### config.mk
export PLATFORM = sky130hd
export DESIGN_NAME = uart_tx_arbiter
export DESIGN_NICKNAME = d
export VERILOG_FILES = /design/src/rtl/uart_tx_arbiter.sv
export SDC_FILE = /design/constraint.sdc
export NUM_CORES = 1
export LEC_CHECK = 0
export BUFFER_PORTS_ARGS = -buffer_cell sky130_fd_sc_hd__buf_2
export CAP_MARGIN = 10
export CORE_ASPECT_RATIO = 0.8
export CORE_UTILIZATION = 48
export DETAILED_ROUTE_END_ITERATION = 16
export PLACE_DENSITY = 0.72
export SLEW_MARGIN = 20
export SYNTH_ARGS = -nofsm -noshare
export SYNTH_HDL_FRONTEND = slang
export SYNTH_SLANG_ARGS = --single-unit
### constraint.sdc
create_clock -name i_clk -period 7.7 [get_ports i_clk]
set_input_delay 0.77 -clock i_clk [delete_from_list [all_inputs] [get_ports i_clk]]
set_output_delay 0.77 -clock i_clk [all_outputs]
set_load 0.005 [all_outputs]
### src/rtl/uart_tx_arbiter.sv
// uart_tx_arbiter: shares one UART transmitter among N_REQ byte producers.
// Ports: i_clk/i_reset (sync, active-high); i_req_valid/i_req_data per-requester
// byte offers; o_req_ready one-hot accept pulse; o_tx_transmit/o_tx_data drive the
// transmitter; o_busy marks a frame slot; o_grant_id is the last granted index.
// Build option TX_ARB_FIXED_PRI_EN selects fixed priority (lowest index wins)
// instead of the default round-robin.
module uart_tx_arbiter #(
    parameter int N_REQ        = 4,
    parameter int CLKS_PER_BIT = 10416,
    parameter int FRAME_BITS   = 12
) (
    input  logic                 i_clk,
    input  logic                 i_reset,
    input  logic [N_REQ-1:0]     i_req_valid,
    input  logic [8*N_REQ-1:0]   i_req_data,
    output logic [N_REQ-1:0]     o_req_ready,
    output logic                 o_tx_transmit,
    output logic [7:0]           o_tx_data,
    output logic                 o_busy,
    output logic [2:0]           o_grant_id
);
    localparam int CW = $clog2(CLKS_PER_BIT * FRAME_BITS);
    localparam logic [CW-1:0] START_END = CW'(CLKS_PER_BIT - 1);
    localparam logic [CW-1:0] FRAME_END = CW'(CLKS_PER_BIT * FRAME_BITS - 1);
    typedef enum logic [1:0] {IDLE, START, WAIT} state_t;
    state_t           r_state, w_state_nxt;
    logic [CW-1:0]    r_cnt, w_cnt_nxt;
    logic [N_REQ-1:0] r_req_ready, w_req_ready_nxt;
    logic             r_tx_transmit, w_tx_transmit_nxt;
    logic [7:0]       r_tx_data, w_tx_data_nxt;
    logic             r_busy, w_busy_nxt;
    logic [2:0]       r_grant_id, w_grant_id_nxt;
    logic [2:0]       r_rr_ptr, w_rr_ptr_nxt;
    logic [N_REQ-1:0] w_rot;
    logic [2:0]       w_off;
    logic [3:0]       w_sum;
    logic [2:0]       w_win;
    logic [2:0]       w_after;
    // Rotate requests so bit 0 is the rr_ptr requester; the first set bit is
    // then the winner's offset from rr_ptr. In the fixed-priority build rr_ptr
    // stays 0, so this reduces to lowest-index-wins.
    always_comb begin
        w_rot = (i_req_valid >> r_rr_ptr) | (i_req_valid << (4'(N_REQ) - {1'b0, r_rr_ptr}));
        w_off = '0;
        for (int k = N_REQ - 1; k >= 0; k--)
            if (w_rot[k]) w_off = 3'(k);
        w_sum   = {1'b0, r_rr_ptr} + {1'b0, w_off};
        w_win   = (w_sum >= 4'(N_REQ)) ? 3'(w_sum - 4'(N_REQ)) : w_sum[2:0];
        w_after = (r_grant_id == 3'(N_REQ - 1)) ? 3'd0 : r_grant_id + 3'd1;
    end
    always_ff @(posedge i_clk) begin
        if (i_reset) begin
            r_state       <= IDLE;
            r_cnt         <= '0;
            r_req_ready   <= '0;
            r_tx_transmit <= 1'b0;
            r_tx_data     <= '0;
            r_busy        <= 1'b0;
            r_grant_id    <= '0;
            r_rr_ptr      <= '0;
        end else begin
            r_state       <= w_state_nxt;
            r_cnt         <= w_cnt_nxt;
            r_req_ready   <= w_req_ready_nxt;
            r_tx_transmit <= w_tx_transmit_nxt;
            r_tx_data     <= w_tx_data_nxt;
            r_busy        <= w_busy_nxt;
            r_grant_id    <= w_grant_id_nxt;
            r_rr_ptr      <= w_rr_ptr_nxt;
        end
    end
    always_comb begin
        w_state_nxt       = r_state;
        w_cnt_nxt         = r_cnt;
        w_req_ready_nxt   = '0;
        w_tx_transmit_nxt = r_tx_transmit;
        w_tx_data_nxt     = r_tx_data;
        w_busy_nxt        = r_busy;
        w_grant_id_nxt    = r_grant_id;
        w_rr_ptr_nxt      = r_rr_ptr;
        case (r_state)
            IDLE: begin
                if (|i_req_valid) begin
                    w_req_ready_nxt   = N_REQ'(1) << w_win;
                    w_tx_data_nxt     = i_req_data[8*w_win +: 8];
                    w_grant_id_nxt    = w_win;
                    w_busy_nxt        = 1'b1;
                    w_tx_transmit_nxt = 1'b1;
                    w_cnt_nxt         = '0;
                    w_state_nxt       = START;
                end
            end
            START: begin
                w_cnt_nxt = r_cnt + 1'b1;
                if (r_cnt == START_END) begin
                    w_tx_transmit_nxt = 1'b0;
                    w_state_nxt       = WAIT;
                end
            end
            WAIT: begin
                if (r_cnt == FRAME_END) begin
                    w_busy_nxt  = 1'b0;
`ifdef TX_ARB_FIXED_PRI_EN
                    w_rr_ptr_nxt = 3'd0;
`else
                    w_rr_ptr_nxt = w_after;
`endif
                    w_state_nxt = IDLE;
                end else begin
                    w_cnt_nxt = r_cnt + 1'b1;
                end
            end
            default: w_state_nxt = IDLE;
        endcase
    end
    assign o_req_ready   = r_req_ready;
    assign o_tx_transmit = r_tx_transmit;
    assign o_tx_data     = r_tx_data;
    assign o_busy        = r_busy;
    assign o_grant_id    = r_grant_id;
endmodule
; Word level (Yosys, flattened, before mapping)
; Cells that the tools add are included.
; W data, S select, Z words.
[word_totals]
elab_cells = 60
inputBits = 38
ff_bits = 39
[classes]
bitwise = 3
mux = 18
order_cmp = 1
addsub = 5
eq_ne = 9
n_shift = 4
reduce_logical = 12
[op_table]
columns = cell, n
row1 = $pmux W17 S3, 1
row2 = $mux W17, 2
row3 = $shiftx A32 B7 Y8, 1
row4 = $add A17 B1 Y17 const B, 1
row5 = $eq A17 B14 Y1 const B, 1
row6 = $eq A17 B17 Y1 const B, 1
row7 = $mux W3, 5
row8 = $reduce_and A3 Y1, 4
row9 = $mux W2, 4
row10 = $ne A2 B2 Y1 const B, 4
row11 = $pmux W2 S3, 1
row12 = $add A3 B3 Y4, 1
row13 = $ge A4 B3 Y1 const B, 1
row14 = $or A4 B4 Y4, 1
row15 = $pmux W1 S2, 2
row16 = $reduce_and A2 Y1, 2
row17 = $reduce_bool A2 Y1, 2
row18 = $reduce_or A4 Y1, 1
row19 = $shl A1 B3 Y4 const A, 1
row20 = $shl A4 B4 Y4, 1
row21 = $shr A4 B3 Y4, 1
row22 = $sub A3 B3 Y4 const A, 1
row23 = $add A3 B1 Y3 const B, 1
row24 = $eq A3 B2 Y1 const B, 1
row25 = 8 further kinds, 11

; Logic depth before layout (Yosys ltp)
; Gate-level depths: netlist of the first run.
[logic_depth]
word_depth = 11
depth_mapped = 16
mapped_depth_nobuf = 13

; Least setup slack after synthesis of the first run
; Ideal clock, no wire load.
[synth_path]
kind = reg-to-reg
startpoint = reg r_rr_ptr[0]
endpoint = reg r_tx_data[0], in the netlist o_tx_data[0]
path_slack_ns = 4.016
t_arrival_ns = 3.557
path_buffers = 3
path_stages_with_launch = 16
period_less_slack_ns = 3.684
path_cell_list = dfxtp_1 clkbuf_1 inv_1 ha_1 clkbuf_1 mux2_2 a32oi_1 o211ai_1 nand2b_1 a21oi_1 ha_1 fa_1 clkbuf_1 mux4_2 a22oi_1 nor2_1
[synth_between]
elab_chain_len = 11
elab_cells_between_ends = 13
[synth_lines]
columns = item, line
row1 = start: declaration, 33  ; logic [2:0] r_rr_ptr, w_rr_ptr_nxt;
row2 = start signal: assignment, 69  ; r_rr_ptr <= w_rr_ptr_nxt;
row3 = $sub A3 B3 Y4, 43  ; w_rot = (i_req_valid >> r_rr_ptr) | (i_req_valid << (4'(N_REQ) - {1'b0, r_rr_ptr}));
row4 = $shl A4 B4 Y4, 43
row5 = $or A4 B4 Y4, 43
row6 = $mux W2, 46  ; if (w_rot[k]) w_off = 3'(k);
row7 = $mux W3 (3 in a row), 46
row8 = $add A3 B3 Y4 (*), 47  ; w_sum = {1'b0, r_rr_ptr} + {1'b0, w_off};
row9 = net w_sum[1], 36  ; logic [3:0] w_sum;
row10 = $ge A4 B3 Y1 / $sub A3 B3 Y3 (equally long branches), 48  ; w_win = (w_sum >= 4'(N_REQ)) ? 3'(w_sum - 4'(N_REQ)) : w_sum[2:0];
row11 = $mux W3 (*), 48
row12 = $shiftx A32 B7 Y8 (*), 85  ; w_tx_data_nxt = i_req_data[8*w_win +: 8];
row13 = end signal: assignment, 66  ; r_tx_data <= w_tx_data_nxt;
row14 = end: declaration, 30  ; logic [7:0] r_tx_data, w_tx_data_nxt;
; The timed path passes the listed nets; every way through them passes the cells marked *.
; A chain may end at the register's enable or synchronous reset.

; Worst setup path after layout of the first run
[layout_path]
startpoint = reg r_rr_ptr[0]
endpoint = reg r_req_ready[0], in the netlist o_req_ready[0]
[layout_between]
elab_chain_len = 11
elab_cells_between_ends = 13
[layout_lines]
columns = item, line
row1 = $sub A3 B3 Y4, 43
row2 = $shl A4 B4 Y4, 43
row3 = $or A4 B4 Y4, 43
row4 = $mux W2, 46
row5 = $mux W3 (3 in a row), 46
row6 = $add A3 B3 Y4 (*), 47
row7 = $ge A4 B3 Y1 / $sub A3 B3 Y3 (equally long branches), 48
row8 = $mux W3 (*), 48
row9 = $shl A1 B3 Y4 (*), 84  ; w_req_ready_nxt = N_REQ'(1) << w_win;
row10 = end signal: assignment, 64  ; r_req_ready <= w_req_ready_nxt;
row11 = end: declaration, 28  ; logic [N_REQ-1:0] r_req_ready, w_req_ready_nxt;
; Every way passes the cells marked *; elsewhere a longest branch is shown, timed or not.

==> results of run 1 <==
metal layers:
layer  global-route usage [%]  vias to the layer above
met3                     3.89                        7
met4                     7.14                        0
met5                        0                        -
met2                     32.6                       73
met1                     34.2                     1090
li1                         -                     1135
registers in the layout, summed over array words and instances (netlist names):
signal,cells
r_state,2
r_cnt,17
o_grant_id,3
r_rr_ptr,3
o_tx_transmit,1
o_busy,1
o_req_ready,4
o_tx_data,8
worst max path at each step:
stage,slack [ps],from,to,cells past startpoint
after floorplan,4020,r_rr_ptr[0],o_tx_data[0],15
after global placement,3970,r_rr_ptr[0],o_req_ready[0],12
after detailed placement,3820,r_rr_ptr[0],o_req_ready[0],12
after CTS,3820,r_rr_ptr[0],o_req_ready[0],12
after global routing,3380,r_rr_ptr[0],o_req_ready[0],12
final,3760,r_rr_ptr[0],o_req_ready[0],12
placed cells by master, fill, tap and decap left out, drive strengths merged, types with 2 or more instances in the layout:
| master | synthesis | routed |
|---|---|---|
| and3 | 2 | 2 |
| nand3 | 16 | 16 |
| mux4 | 8 | 8 |
| nor2b | 2 | 2 |
| a22oi | 8 | 8 |
| nor4 | 6 | 6 |
| a211oi | 2 | 2 |
| a31o | 3 | 3 |
| buf | 5 | 54 |
| or4 | 5 | 5 |
| inv | 15 | 16 |
| clkbuf | 12 | 5 |
| o211ai | 4 | 4 |
| ha | 10 | 10 |
| nand2 | 14 | 14 |
| nor4b | 2 | 2 |
| a21o | 4 | 4 |
| a31oi | 5 | 5 |
| and2 | 2 | 2 |
| o21ai | 13 | 13 |
| nor2 | 27 | 27 |
| mux2 | 3 | 3 |
| mux2i | 4 | 4 |
| dfxtp | 39 | 39 |
| a21oi | 25 | 25 |
| or3 | 7 | 7 |
| and4 | 3 | 3 |
| a32oi | 3 | 3 |
| a211o | 2 | 2 |
| nand4 | 7 | 7 |
| and4b | 3 | 3 |
| nand2b | 3 | 3 |
worst register-to-register path, cell delays in order (launching register included):
cell and delay, ps:
dfxtp_1 580, inv_1 190, ha_1 440, nand4_1 140, a211o_1 310, o211ai_1 120
nor2_1 80, nor4_1 470, ha_1 320, a21o_1 170, nand3_1 80, nor2b_1 660
nor4b_1 290
per-stage QoR:
stage / std cells / total power [W] / setup slack, ps / hold WS [ps] / utilization, %
6_report: 383 / 0.000534 / 3760 / 484 / 59.6
5_1_grt: 383 / 0.000566 / 3380 / 540 / 59.6
4_1_cts: 383 / 0.000537 / 3820 / 490 / 59.6
3_5_place_dp: 375 / 0.000360 / 3820 / 479 / 57.1
3_3_place_gp: 375 / 0.000358 / 3970 / 467 / 57.1
2_1_floorplan: 278 / 0.000323 / 4020 / 461 / -
logic make-up after synthesis:
logic type / Yosys count
AND/OR/NAND/NOR: 105
AO/OA/AOI/OAI: 76
flip-flops: 39
buffers and inverters: 32
multiplexers: 15
adder cells (fa/ha/maj): 11
layout make-up:
| type | count | area (µm²) |
|---|---|---|
| fillers | 417 | 1910 |
| repair buffers | 54 | 270 |
| clock buffers | 5 | 68.8 |
| multi-input cells | 207 | 1520 |
| clock inverters | 3 | 47.5 |
| flip-flops and latches | 39 | 781 |
| well taps | 60 | 75.1 |
| inverters | 15 | 56.3 |
Yosys cell counts (2+ instances only):
cell type	instances	share of area (%)
dfxtp_1	39	32
nor2_1	27	4.2
a21oi_1	23	4.7
nand3_1	16	3.3
inv_1	15	2.3
nand2_1	14	2.2
clkbuf_1	12	1.9
o21ai_1	11	2.3
ha_1	10	5.1
a22oi_1	8	2.5
mux4_2	8	7.4
or3_1	7	1.8
nand4_1	6	1.5
a31oi_1	5	1.3
nor4_1	5	1.3
a21o_1	4	1.2
buf_2	4	0.82
mux2i_1	4	1.6
or4_1	4	1.2
a31o_1	3	1.1
a32oi_1	3	1.1
and4_1	3	1.1
and4b_1	3	1.2
mux2_2	3	1.4
nand2b_1	3	0.77
o211ai_1	3	0.93
a211o_1	2	0.72
a211oi_1	2	0.62
a21oi_2	2	0.72
and2_1	2	0.51
and3_1	2	0.51
nor2b_1	2	0.51
power groups by stage:
stage	Combinational [W]	Clock, W	Sequential [W]
after global placement	0.000127	0	0.000231
after detailed placement	0.000129	0	0.000231
after global routing	0.000145	0.000192	0.000228
after CTS	0.000130	0.000181	0.000226
after floorplan	0.0000923	0	0.000230
final	0.000130	0.000178	0.000226
==> impl_metrics.csv, run 1 <==
group,metric,value,unit
setup_path,cpPeakStageDelay,660,ps
setup_path,startpoint_type,"flop",
floorplanning,rows,22,
setup_path,r2r_start,"r_rr_ptr[0]",
clock_tree,cts.clk_slew.worst_paths,80,ps
global_route,grt_max_degree,36,
flow_run,cap_violations,0,
drt,wl_met1,2810,µm
power,seq_power_share,42.4,%
clock_tree,cts_tree,"yes",
sta,fmax,0.254,GHz
power,clkPwrFrac,33.3,%
floorplanning,dieArea,5360,µm²
finish,fin_nets,371,
sta,fin_tns_setup,0,ps
drt,wl_met3,313,µm
setup_path,r2r-end,"o_req_ready[0]",
drt,ant_nets,0,
power,p_leak,1.14,nW
setup_path,path_cells,"inv_1 > ha_1 > nand4_1 > a211o_1 > o211ai_1 > nor2_1 > nor4_1 > ha_1 > a21o_1 > nand3_1 > nor2b_1 > nor4b_1",
worst_hold_path,hp-start,"o_tx_transmit",
synth,synth_edf_count,0,
worst_hold_path,holdCritPathClass,"flop to flop",
global_route,grt_antenna_before_repair,0,
global_route,grt_usage,22.8,%
sta,skew,9.95,ps
synth,synth_top_family_by_area,"simple AND/OR/NAND/NOR gates",
setup_path,crit_fanout,13,
clock_tree,clock_latency,300,ps
drt,drtPass1Iterations,4,
setup_path,worst-path-buf-inv,1,
outcome,outcome,"finished, final reports clean",
finish,n_antenna_cell,0,
floorplanning,die_x,81.6,µm
synth,synthAdderAreaFrac,5.97,%
synth,synth-simple-area-share,25.4,%
clock_tree,root_buffer,"clkbuf_8",
setup_path,path_class,"flop to flop",
finish,drive_gt1_share,26.0,%
sta,finalMaxSlewViolations,0,
synth,syn_area,2430,µm²
clock_tree,cts_setup_buffers,0,
drt,highest_layer,"met4",
synth,synth_seq_cells,39,
synth,yosysUniqueCellTypes,55,
power,p_sw,0.000162,W
drt,via_per_inst,6.02,
global_route,grt_pass1_vias,1944,
placement,portBuffers,54,
synth,synth-xor-area-share,0,%
synth,async_flop_share,0,%
setup_path,reg2reg_depth,12,
clock_tree,cts_hold_buf,0,
setup_path,cp_common_cell,"ha_1",
finish,syn_to_final_growth,16.0,%
drt,drtIter0Drc,173,
setup_path,cp.required,7900,ps
setup_path,crit_slowest_cell,"nor2b_1",
sta,rsz0062_at_grt,"no",
sta,final.min_clock_period,3940,ps
synth,ys_seq_area_share,32.1,%
drt,drt-wirelength-per-cell,14.7,µm
worst_hold_path,hold_path_depth,2,
sta,max_slew.worst_pin.slew,807,ps
synth,muxShareOfSynthArea,10.4,%
power,p_per_area,189,nW/µm²
drt,wirelength,5640,µm
setup_path,critPathCaptureType,"flop",
floorplanning,core,4730,µm²
clock_tree,cts_resized,0,
floorplanning,dieHeight,65.7,µm
drt,drc,0,
sta,finalSetupViolCount,0,
setup_path,ff2ff_setup_slack,3760,ps
floorplanning,start_util,51.3,%
global_route,grt-ovfl-total,0,
worst_hold_path,hold_end,"o_tx_transmit",
clock_tree,numCtsBuffers,5,
synth,synth_area_per_cell,8.74,µm²
clock_tree,cts_max_level,2,
setup_path,crit_family,"simple AND/OR/NAND/NOR gates",
synth,syn_nets,327,
power,peakVddDrop,0.000107,V
synth,synth_compound_area_share,20.8,%
clock_tree,cts_num_sinks,39,
power,p_int,0.000372,W
sta,max-slew-margin-rel,46.1,%
drt,vias,2305,
synth,synth-warning-count,0,
power,p_comb_share,24.3,%
placement,globalplace.congestion,0.857,
floorplanning,ioPinCount,55,
placement,dpl_cell_area,2700,µm²
finish,final_area,2820,µm²
clock_tree,clk_path_buf_depth,2,
placement,hpwl,4040,µm
sta,final_hold_viol_count,0,
synth,synth_cells,278,
power,p_sw_share,30.4,%
drt,wl_met2,2450,µm
sta,timing.final.crit_share,51.2,%
setup_path,critical_path_arrival,4150,ps
synth,synth_ff_type,"dfxtp_1",
global_route,grt_first_pass_wirelength,9410,µm
Note: power is estimated with default switching activity, not from simulation.
==> run 2: changes to the inputs <==
Settings changed: PLACE_DENSITY 0.72 to 0.75.
Clock period 7.7 ns to 3.4 ns, I/O delays scaled along.
==> run 2 against run 1 <==
Effect of this change: register-to-register slack lost 3600 ps; fmax is 22% higher; worst hold slack hardly changed; critical path type unchanged; critical endpoint is now o_tx_data[4]; largest cell class unchanged.
==> impl_metrics.csv, run 2 (synthesized netlist as in run 1, its figures left out) <==
group,metric,value,unit
outcome,outcome,"finished, final reports clean",
floorplanning,dieHeight,65.7,µm
floorplanning,core,4730,µm²
global_route,grt-ovfl-total,0,
floorplanning,start_util,51.3,%
drt,drtPass1Iterations,4,
setup_path,critPathCaptureType,"flop",
power,clkPwrFrac,32.8,%
sta,finalMaxSlewViolations,0,
sta,timing.final.crit_share,94.7,%
floorplanning,dieArea,5360,µm²
setup_path,critical_path_arrival,3390,ps
floorplanning,rows,22,
clock_tree,clk_path_buf_depth,2,
setup_path,r2r_start,"r_rr_ptr[0]",
sta,fmax,0.311,GHz
sta,final.setup.worst_slack,182,ps
worst_hold_path,holdCritPathClass,"flop to flop",
power,seq_power_share,41.5,%
clock_tree,cts_num_sinks,39,
drt,vias,2296,
setup_path,cp.required,3570,ps
finish,n_antenna_cell,0,
finish,seqCellArea,781,µm²
drt,drc,0,
drt,drtIter0Drc,177,
sta,final_hold_viol_count,0,
setup_path,cpPeakStageDelay,460,ps
drt,ant_nets,0,
power,p_int,0.000854,W
finish,layout_common_cells,"buf_2, dfxtp_1, nor2_1",
power,p_leak,1.18,nW
clock_tree,clock_latency,300,ps
finish,largest_register_ffs,17,
setup_path,path_cells,"inv_1 > ha_4 > mux2_2 > a32oi_1 > o211ai_1 > nand2b_1 > a21oi_1 > ha_2 > fa_2 > buf_2 > mux4_2 > a22oi_1 > nor2_1",
clock_tree,root_buffer,"clkbuf_8",
finish,drive_gt1_share,29.0,%
worst_hold_path,hp-start,"o_tx_transmit",
global_route,grt_first_pass_wirelength,9470,µm
setup_path,path_class,"flop to flop",
sta,finalSetupViolCount,0,
setup_path,startpoint_type,"flop",
finish,regMostFlops,"r_cnt",
finish,fin_nets,379,
power,p_sw_share,30.8,%
placement,dpl_cell_area,2740,µm²
sta,max-slew-margin-rel,54.8,%
finish,multiInputGateArea,1550,µm²
global_route,grt_usage,23.4,%
setup_path,crit_fanout,7,
placement,portBuffers,54,
clock_tree,cts.clk_slew.worst_paths,80,ps
setup_path,crit_slowest_cell,"fa_2",
placement,globalplace.congestion,0.816,
sta,skew,8.53,ps
placement,hpwl,4150,µm
drt,drt-wirelength-per-cell,15.3,µm
clock_tree,cts_hold_buf,0,
global_route,grt_antenna_before_repair,0,
sta,max_slew.worst_pin.slew,676,ps
setup_path,startpoint,"r_rr_ptr[0]",
floorplanning,ioPinCount,55,
drt,wirelength,5990,µm
finish,n_fill_cell,430,
power,p_comb_share,25.7,%
finish,final_common_cell,"buf_2",
clock_tree,cts_max_level,2,
global_route,grt_pass1_vias,1935,
finish,syn_to_final_growth,19.8,%
clock_tree,numCtsBuffers,5,
power,p_per_area,424,nW/µm²
finish,fin_util,61.5,%
placement,dpl_worst_slack,-28.3,ps
floorplanning,die_x,81.6,µm
sta,final.min_clock_period,3220,ps
flow_run,cap_violations,0,
global_route,grt_max_degree,36,
power,p_sw,0.000380,W
clock_tree,cts_tree,"yes",
power,peakVddDrop,0.000243,V
finish,final_area,2910,µm²
drt,via_per_inst,5.87,
## run 2: area by class of cell
| class | count | area share (%) |
|---|---|---|
| Clock buffer | 5 | 2.36 |
| Clock inverter | 3 | 1.59 |
| Inverter | 15 | 1.93 |
| Multi-Input combinational cell | 207 | 53.0 |
| Sequential cell | 39 | 26.8 |
| Tap cell | 60 | 2.58 |
| Timing Repair Buffer | 62 | 11.7 |
## run 2: critical path, delay by kind of cell (launching register included)
family                   cells  cell delay (ps)
AO/OA/AOI/OAI                4              610
multiplexers                 2              630
adder cells (fa/ha/maj)      3             1000
buffers and inverters        2              300
flip-flops                   1              330
AND/OR/NAND/NOR              2              210
## run 2: what timing repair did
item                       4_1_cts  5_1_grt
resized for setup                1        3
pin swaps                        0        1
setup endpoints to repair        5        8
hold endpoints to repair         0        0
setup buffers                    0        4
## run 2: final timing paths
check                                     end  slack, ps  depth (start not counted)
worst max-delay path             o_tx_data[4]        180                         13
worst min-delay path            o_tx_transmit        480                          2
worst max register to register   o_tx_data[4]        180                         13
worst min register to register  o_tx_transmit        480                          2
## run 2: metal layers
layer	vias to the layer above	GRT usage, %	part of all wire, %
li1	1152	-	-
met1	1075	33.2	48
met2	61	35.3	46
met3	8	3.75	4.5
met4	0	8.71	1.4
met5	-	0	0
## run 2: stage by stage
stage / instances / total power, W / TNS [ps] / hold WS, ps
after floorplan: 278 / 0.000731 / 0 / 461
after global placement: 379 / 0.000823 / 0 / 470
after detailed placement: 379 / 0.000830 / -51.5 / 475
after CTS: 387 / 0.00123 / 0 / 487
after global routing: 391 / 0.00130 / -25.8 / 497
final: 391 / 0.00123 / 0 / 484
## run 2: power by group through the flow
stage | Clock [W] | Combinational [W] | Sequential [W]
finish | 0.000405 | 0.000316 | 0.000512
global route | 0.000433 | 0.000352 | 0.000517
CTS | 0.000412 | 0.000311 | 0.000512
detailed placement | 0 | 0.000308 | 0.000522
global placement | 0 | 0.000301 | 0.000521
floorplan | 0 | 0.000210 | 0.000521
